File: config.mk
export PLATFORM = sky130hd
export DESIGN_NAME = ps2_key_tracker
export DESIGN_NICKNAME = d
export VERILOG_FILES = /design/src/rtl/ps2_key_pkg.sv /design/src/rtl/ps2_keymap.sv /design/src/rtl/ps2_key_tracker.sv
export SDC_FILE = /design/constraint.sdc
export NUM_CORES = 1
export LEC_CHECK = 0
export CAP_MARGIN = 20
export CORE_AREA = 2 2 75 77
export CTS_CLUSTER_SIZE = 24
export DETAILED_ROUTE_END_ITERATION = 16
export DIE_AREA = 0 0 77 79
export PLACE_DENSITY_LB_ADDON = 0.25
export SYNTH_ARGS = -nofsm -noshare
export SYNTH_HDL_FRONTEND = slang
export SYNTH_SLANG_ARGS = --single-unit
File: constraint.sdc
create_clock -name clk -period 5.1 [get_ports clk]
set_clock_uncertainty 0.2 [all_clocks]
set_input_delay 0.51 -clock clk [delete_from_list [all_inputs] [get_ports clk]]
set_output_delay 0.51 -clock clk [all_outputs]
set_load 0.005 [all_outputs]
File: src/rtl/ps2_key_pkg.sv
`default_nettype none
// ============================================================================
// ps2_key_pkg : scancode constants, decoder states and note keymap
// Rev 1.0
// ============================================================================
package ps2_key_pkg;

  localparam logic [7:0] SC_BREAK  = 8'hF0;
  localparam logic [7:0] SC_EXTEND = 8'hE0;
  localparam logic [7:0] SC_BAT_OK = 8'hAA;
  localparam logic [7:0] SC_ACK    = 8'hFA;
  localparam logic [7:0] SC_ECHO   = 8'hEE;
  localparam logic [7:0] SC_RESEND = 8'hFE;
  localparam logic [7:0] SC_ERROR  = 8'h00;

  typedef enum logic [1:0] {
    ST_IDLE    = 2'd0,
    ST_BRK     = 2'd1,
    ST_EXT     = 2'd2,
    ST_EXT_BRK = 2'd3
  } dec_state_t;

  // Piano-style layout: A W S E D F T G Y H U J K O L P ; ' -> notes 0..17
  localparam int KEYMAP_LEN = 18;
  localparam logic [7:0] KEYMAP [KEYMAP_LEN] = '{
    8'h1C, 8'h1D, 8'h1B, 8'h24, 8'h23, 8'h2B, 8'h2C, 8'h34, 8'h35,
    8'h33, 8'h3C, 8'h3B, 8'h42, 8'h44, 8'h4B, 8'h4D, 8'h4C, 8'h52
  };

  function automatic logic is_ignored(input logic [7:0] code);
    return code inside {SC_BAT_OK, SC_ACK, SC_ECHO, SC_RESEND, SC_ERROR};
  endfunction

endpackage
`default_nettype wire

File: src/rtl/ps2_keymap.sv
`default_nettype none
// ============================================================================
// ps2_keymap : combinational scancode -> note index lookup
// Rev 1.0
// ============================================================================
module ps2_keymap
  import ps2_key_pkg::*;
#(
  parameter int NUM_KEYS = 18
) (
  input  logic [7:0] code,
  output logic       hit,
  output logic [4:0] index
);

  always_comb begin
    hit   = 1'b0;
    index = 5'd0;
    for (int i = 0; i < KEYMAP_LEN; i++) begin
      if ((i < NUM_KEYS) && (code == KEYMAP[i])) begin
        hit   = 1'b1;
        index = 5'(i);
      end
    end
  end

endmodule
`default_nettype wire

File: src/rtl/ps2_key_tracker.sv
`default_nettype none
// ============================================================================
// ps2_key_tracker : PS/2 make/break decoder tracking held note keys
// Rev 1.0
// ============================================================================
module ps2_key_tracker
  import ps2_key_pkg::*;
#(
  parameter int NUM_KEYS = 18,
  parameter int MONO     = 0
) (
  input  logic                clk,
  input  logic                resetn,
  input  logic [7:0]          scan_data,
  input  logic                scan_valid,
  output logic [NUM_KEYS-1:0] key_held,
  output logic                note_valid,
  output logic [4:0]          note_index,
  output logic [5:0]          key_count,
  output logic                key_event,
  output logic [7:0]          last_code
);

  dec_state_t          state, state_nxt;
  logic                map_hit;
  logic [4:0]          map_index;
  logic                byte_ignored;
  logic                is_make;
  logic                is_break;
  logic [NUM_KEYS-1:0] key_onehot;
  logic [NUM_KEYS-1:0] held_nxt;

  ps2_keymap #(.NUM_KEYS(NUM_KEYS)) u_keymap (
    .code  (scan_data),
    .hit   (map_hit),
    .index (map_index)
  );

  assign byte_ignored = is_ignored(scan_data);

  always_comb begin : decode
    state_nxt = state;
    is_make   = 1'b0;
    is_break  = 1'b0;
    if (scan_valid && !byte_ignored) begin
      case (state)
        ST_IDLE: begin
          if (scan_data == SC_BREAK)       state_nxt = ST_BRK;
          else if (scan_data == SC_EXTEND) state_nxt = ST_EXT;
          else                             is_make   = 1'b1;
        end
        ST_BRK: begin
          is_break  = 1'b1;
          state_nxt = ST_IDLE;
        end
        // Extended-key bytes are consumed without touching the key bitmap
        ST_EXT:     state_nxt = (scan_data == SC_BREAK) ? ST_EXT_BRK : ST_IDLE;
        ST_EXT_BRK: state_nxt = ST_IDLE;
        default:    state_nxt = ST_IDLE;
      endcase
    end
  end

  always_comb begin : key_update
    for (int i = 0; i < NUM_KEYS; i++) begin
      key_onehot[i] = (map_index == 5'(i));
    end
    held_nxt = key_held;
    if (is_make && map_hit) begin
      held_nxt = (MONO != 0) ? key_onehot : (key_held | key_onehot);
    end else if (is_break && map_hit) begin
      held_nxt = key_held & ~key_onehot;
    end
  end

  always_ff @(posedge clk or negedge resetn) begin
    if (!resetn) begin
      state     <= ST_IDLE;
      key_held  <= '0;
      key_event <= 1'b0;
      last_code <= 8'd0;
    end else begin
      state     <= state_nxt;
      key_held  <= held_nxt;
      key_event <= (held_nxt != key_held);
      if (scan_valid) last_code <= scan_data;
    end
  end

  // In mono mode only one bit is ever set, so the lowest held index is the last press
  always_comb begin : summarize
    key_count  = 6'd0;
    note_index = 5'd0;
    for (int i = NUM_KEYS - 1; i >= 0; i--) begin
      key_count = key_count + {5'd0, key_held[i]};
      if (key_held[i]) note_index = 5'(i);
    end
  end

  assign note_valid = |key_held;

endmodule
`default_nettype wire
==> impl_metrics.csv <==
group,metric,value,unit
synth,seq_area_frac_synth,28.7,%
place,dpl.hpwl,5250,microns
sta,tightest_slew,0.909,ns
worst_setup_path,critical_path.top_delay_family,"adder cells",
run_status,status,"finished, final reports clean",
worst_hold_path,holdPathStages,1,
worst_setup_path,cp-endpoint,"key_count[2]",
sta,slew_headroom,38.8,%
clocking,cts_buffer_depth,2,
synth,synth_area_per_cell,9.26,sq um
worst_setup_path,rr_startpoint,"key_held[5]",
clocking,cts.sinks,29,
die,core,5340,sq um
synth,ys_top_cells_by_area,"dfrtp_1, fa_1, ha_1, mux2_2, a21oi_1",
power,p_leak,1.37,nW
worst_setup_path,critical_path_buf_inv_count,6,
drt,routed_wl,6990,microns
clocking,cts_tree,"built",
layout,final_cell_count_no_fill,396,
worst_setup_path,cp_num_cells,14,
drt,wl_per_cell,17.6,microns
layout,syn_to_final_growth,27.2,%
worst_setup_path,cpPeakStageDelay,0.55,ns
sta,hold_viol,0,
worst_setup_path,rrSetupSlack,3.07,ns
global_routing,grt_max_degree,30,
synth,yosysUniqueCellTypes,60,
worst_setup_path,crit_type,"reg2out",
power,ir_drop,0.174,mV
place,placedCellCount,389,
die,start_util,47.4,%
synth,syn-cell-area,2530,sq um
die,ios,50,
drt,postRouteAntennaNets,0,
job,cap_violations,0,
power,power-per-cell-area,207,nW/um^2
layout,final_area,3210,sq um
worst_setup_path,crit_arrival,4.29,ns
worst_hold_path,holdCritPathClass,"reg2reg",
sta,fin_crit,5.00,ns
die,die_y,79,microns
synth,synth_cells,273,
global_routing,grtUsageTotal,23.8,%
sta,timing.hold.ws,0.301,ns
sta,setup_violations,0,
worst_setup_path,end_kind,"output pin",
synth,ys_seq_elements,29,
sta,rsz0062_at_grt,"true",
layout,layout-drive-gt1-share,17.9,%
die,rows,27,
clocking,cts_root_buffer,"clkbuf_8",
drt,drt_iter0_drc,192,
drt,viasPerCell,5.96,
layout,final_util,60.2,%
die,die_area,6080,sq um
place,io_buffers,48,
global_routing,antenna_found_initial,0,
synth,syn-num-nets,305,
layout,antenna_cells,0,
clocking,clock_latency,0.28,ns
clocking,path_clk_slew,0.06,ns
drt,num_vias,2361,
worst_setup_path,critPathMaxFanout,2,
die,die_x,77,microns
global_routing,first_global_vias,2242,
layout,nNetsFinal,356,
worst_setup_path,crit_chain,"fa_1 -> inv_2 -> fa_1 -> inv_1 -> fa_1 -> inv_2 -> fa_1 -> fa_2 -> inv_2 -> ha_4 -> inv_2 -> fa_2 -> xnor2_1 -> dlygate4sd2_1",
layout,mostFrequentLayoutCell,"clkdlybuf4s50_1",
synth,synth_area_leader_cell,"dfrtp_1",
worst_setup_path,worstRegToRegCells,6,
synth,synth_edf_count,0,
synth,async_flop_share,100,%
clocking,cts_max_level,2,
worst_setup_path,setup.worst_path.start_class,"flop",
drt,drtPass1Iterations,5,
clocking,cts_setup_buffers,0,
synth,ys_warn_count,0,
global_routing,grt-ovfl-total,0,
worst_setup_path,r2r-end,"key_event",
clocking,numCtsBuffers,5,
worst_setup_path,worst_ep_required_time,4.39,ns
worst_setup_path,slowest_stage,"fa_1",
sta,slew_viol_final,0,
place,dpl-instance-area,3090,sq um
power,p_total,0.665,mW
synth,ys.flop_type,"dfrtp_1",
sta,timing.fmax,200,MHz
global_routing,grt_pass1_wl,11500,microns
synth,yosysTopAreaCellShare,28.7,%
worst_setup_path,startpoint,"key_held[11]",
place,gp_congestion,0.940,
drt,drc,0,
layout,final_cell_mix,"clkdlybuf4s50_1, dfrtp_1, nor2_1, a21oi_1, inv_1",
sta,timing.final.crit_share,98.1,%
==> worst reg2reg max path, stage by stage (launching register included) <==
cell and delay (ns):
dfrtp_1 0.40, buf_4 0.18, a22o_1 0.21, a222oi_1 0.30, a31oi_1 0.13, a211oi_1 0.33
o32ai_1 0.15
==> what timing repair did <==
action                                  4_1_cts  5_1_grt
endpoints found under the setup margin        4        3
hold buffers                                  0        0
pin swaps                                     0        3
gates resized for setup                       4       15
==> where the power goes <==
group / internal, mW / switching, mW / total (mW)
registers: 0.241 / 0.00713 / 0.248
clock network: 0.142 / 0.0845 / 0.226
logic: 0.0999 / 0.0910 / 0.191
==> through the flow <==
step | TNS (ns) | setup slack (ns)
3_3_place_gp | 0 | 0.123
4_1_cts | -0.120 | -0.120
5_1_grt | -0.0115 | -0.00653
6_report | 0 | 0.0985
3_5_place_dp | 0 | 0.0175
2_1_floorplan | 0 | 0.582
==> cell type report <==
| type | instances | area (sq um) |
|---|---|---|
| Multi-Input combinational cell | 206 | 1650 |
| Tap cell | 72 | 90.1 |
| Fill cell | 509 | 2120 |
| Timing Repair Buffer | 60 | 567 |
| Sequential cell | 29 | 726 |
| Inverter | 22 | 82.6 |
| Clock inverter | 2 | 35.0 |
| Clock buffer | 5 | 68.8 |
==> synthesized netlist by cell type (all sizes together) (2+ instances only) <==
| library cell | n |
|---|---|
| nand4 | 3 |
| nor4b | 3 |
| buf | 8 |
| nor3 | 6 |
| mux2i | 2 |
| nor3b | 2 |
| inv | 22 |
| or2 | 2 |
| mux2 | 10 |
| o21ai | 8 |
| a211oi | 3 |
| xnor2 | 3 |
| a31oi | 6 |
| o22ai | 2 |
| dfrtp | 29 |
| a21o | 2 |
| a22oi | 3 |
| fa | 12 |
| or4 | 2 |
| a222oi | 3 |
| and3 | 4 |
| nor2b | 5 |
| o31ai | 2 |
| nor4bb | 2 |
| clkbuf | 8 |
| nand2b | 2 |
| nor2 | 31 |
| o32ai | 2 |
| ha | 9 |
| nor4 | 4 |
| a21oi | 32 |
| a221oi | 3 |
| nand2 | 11 |
| or4b | 2 |
| nand3 | 4 |
| nand3b | 3 |
==> registers in the layout (all words and copies together) (netlist names) <==
signal and flops:
key_event 1, state 2, key_held 18, last_code 8
==> logic make-up after synthesis <==
logic type / after synthesis / synth area share (%)
flip-flops: 29 / 28.7
adder cells (fa/ha/maj): 21 / 14.0
multiplexers: 12 / 5.25
AND/OR/NAND/NOR: 90 / 21.4
XOR/XNOR: 4 / 1.39
other: 1 / 0.148
AO/OA/AOI/OAI: 78 / 22.0
buffers and inverters: 38 / 7.13
==> how the worst min path moves through the flow <==
stage                             from           end
after global routing      last_code[2]  last_code[2]
after floorplan                 resetn     key_event
after detailed placement  last_code[4]  last_code[4]
final                     last_code[4]  last_code[4]
after CTS                 last_code[4]  last_code[4]
after global placement    last_code[0]  last_code[0]
==> metal layers <==
layer	vias to the layer above	GRT usage, %	routed length [microns]
met4	0	8.75	191
met5	-	0	0
li1	1096	-	-
met3	21	3.86	527
met1	1132	32.7	2980
met2	112	38.4	3280
Power figures use the tool's default switching activity.
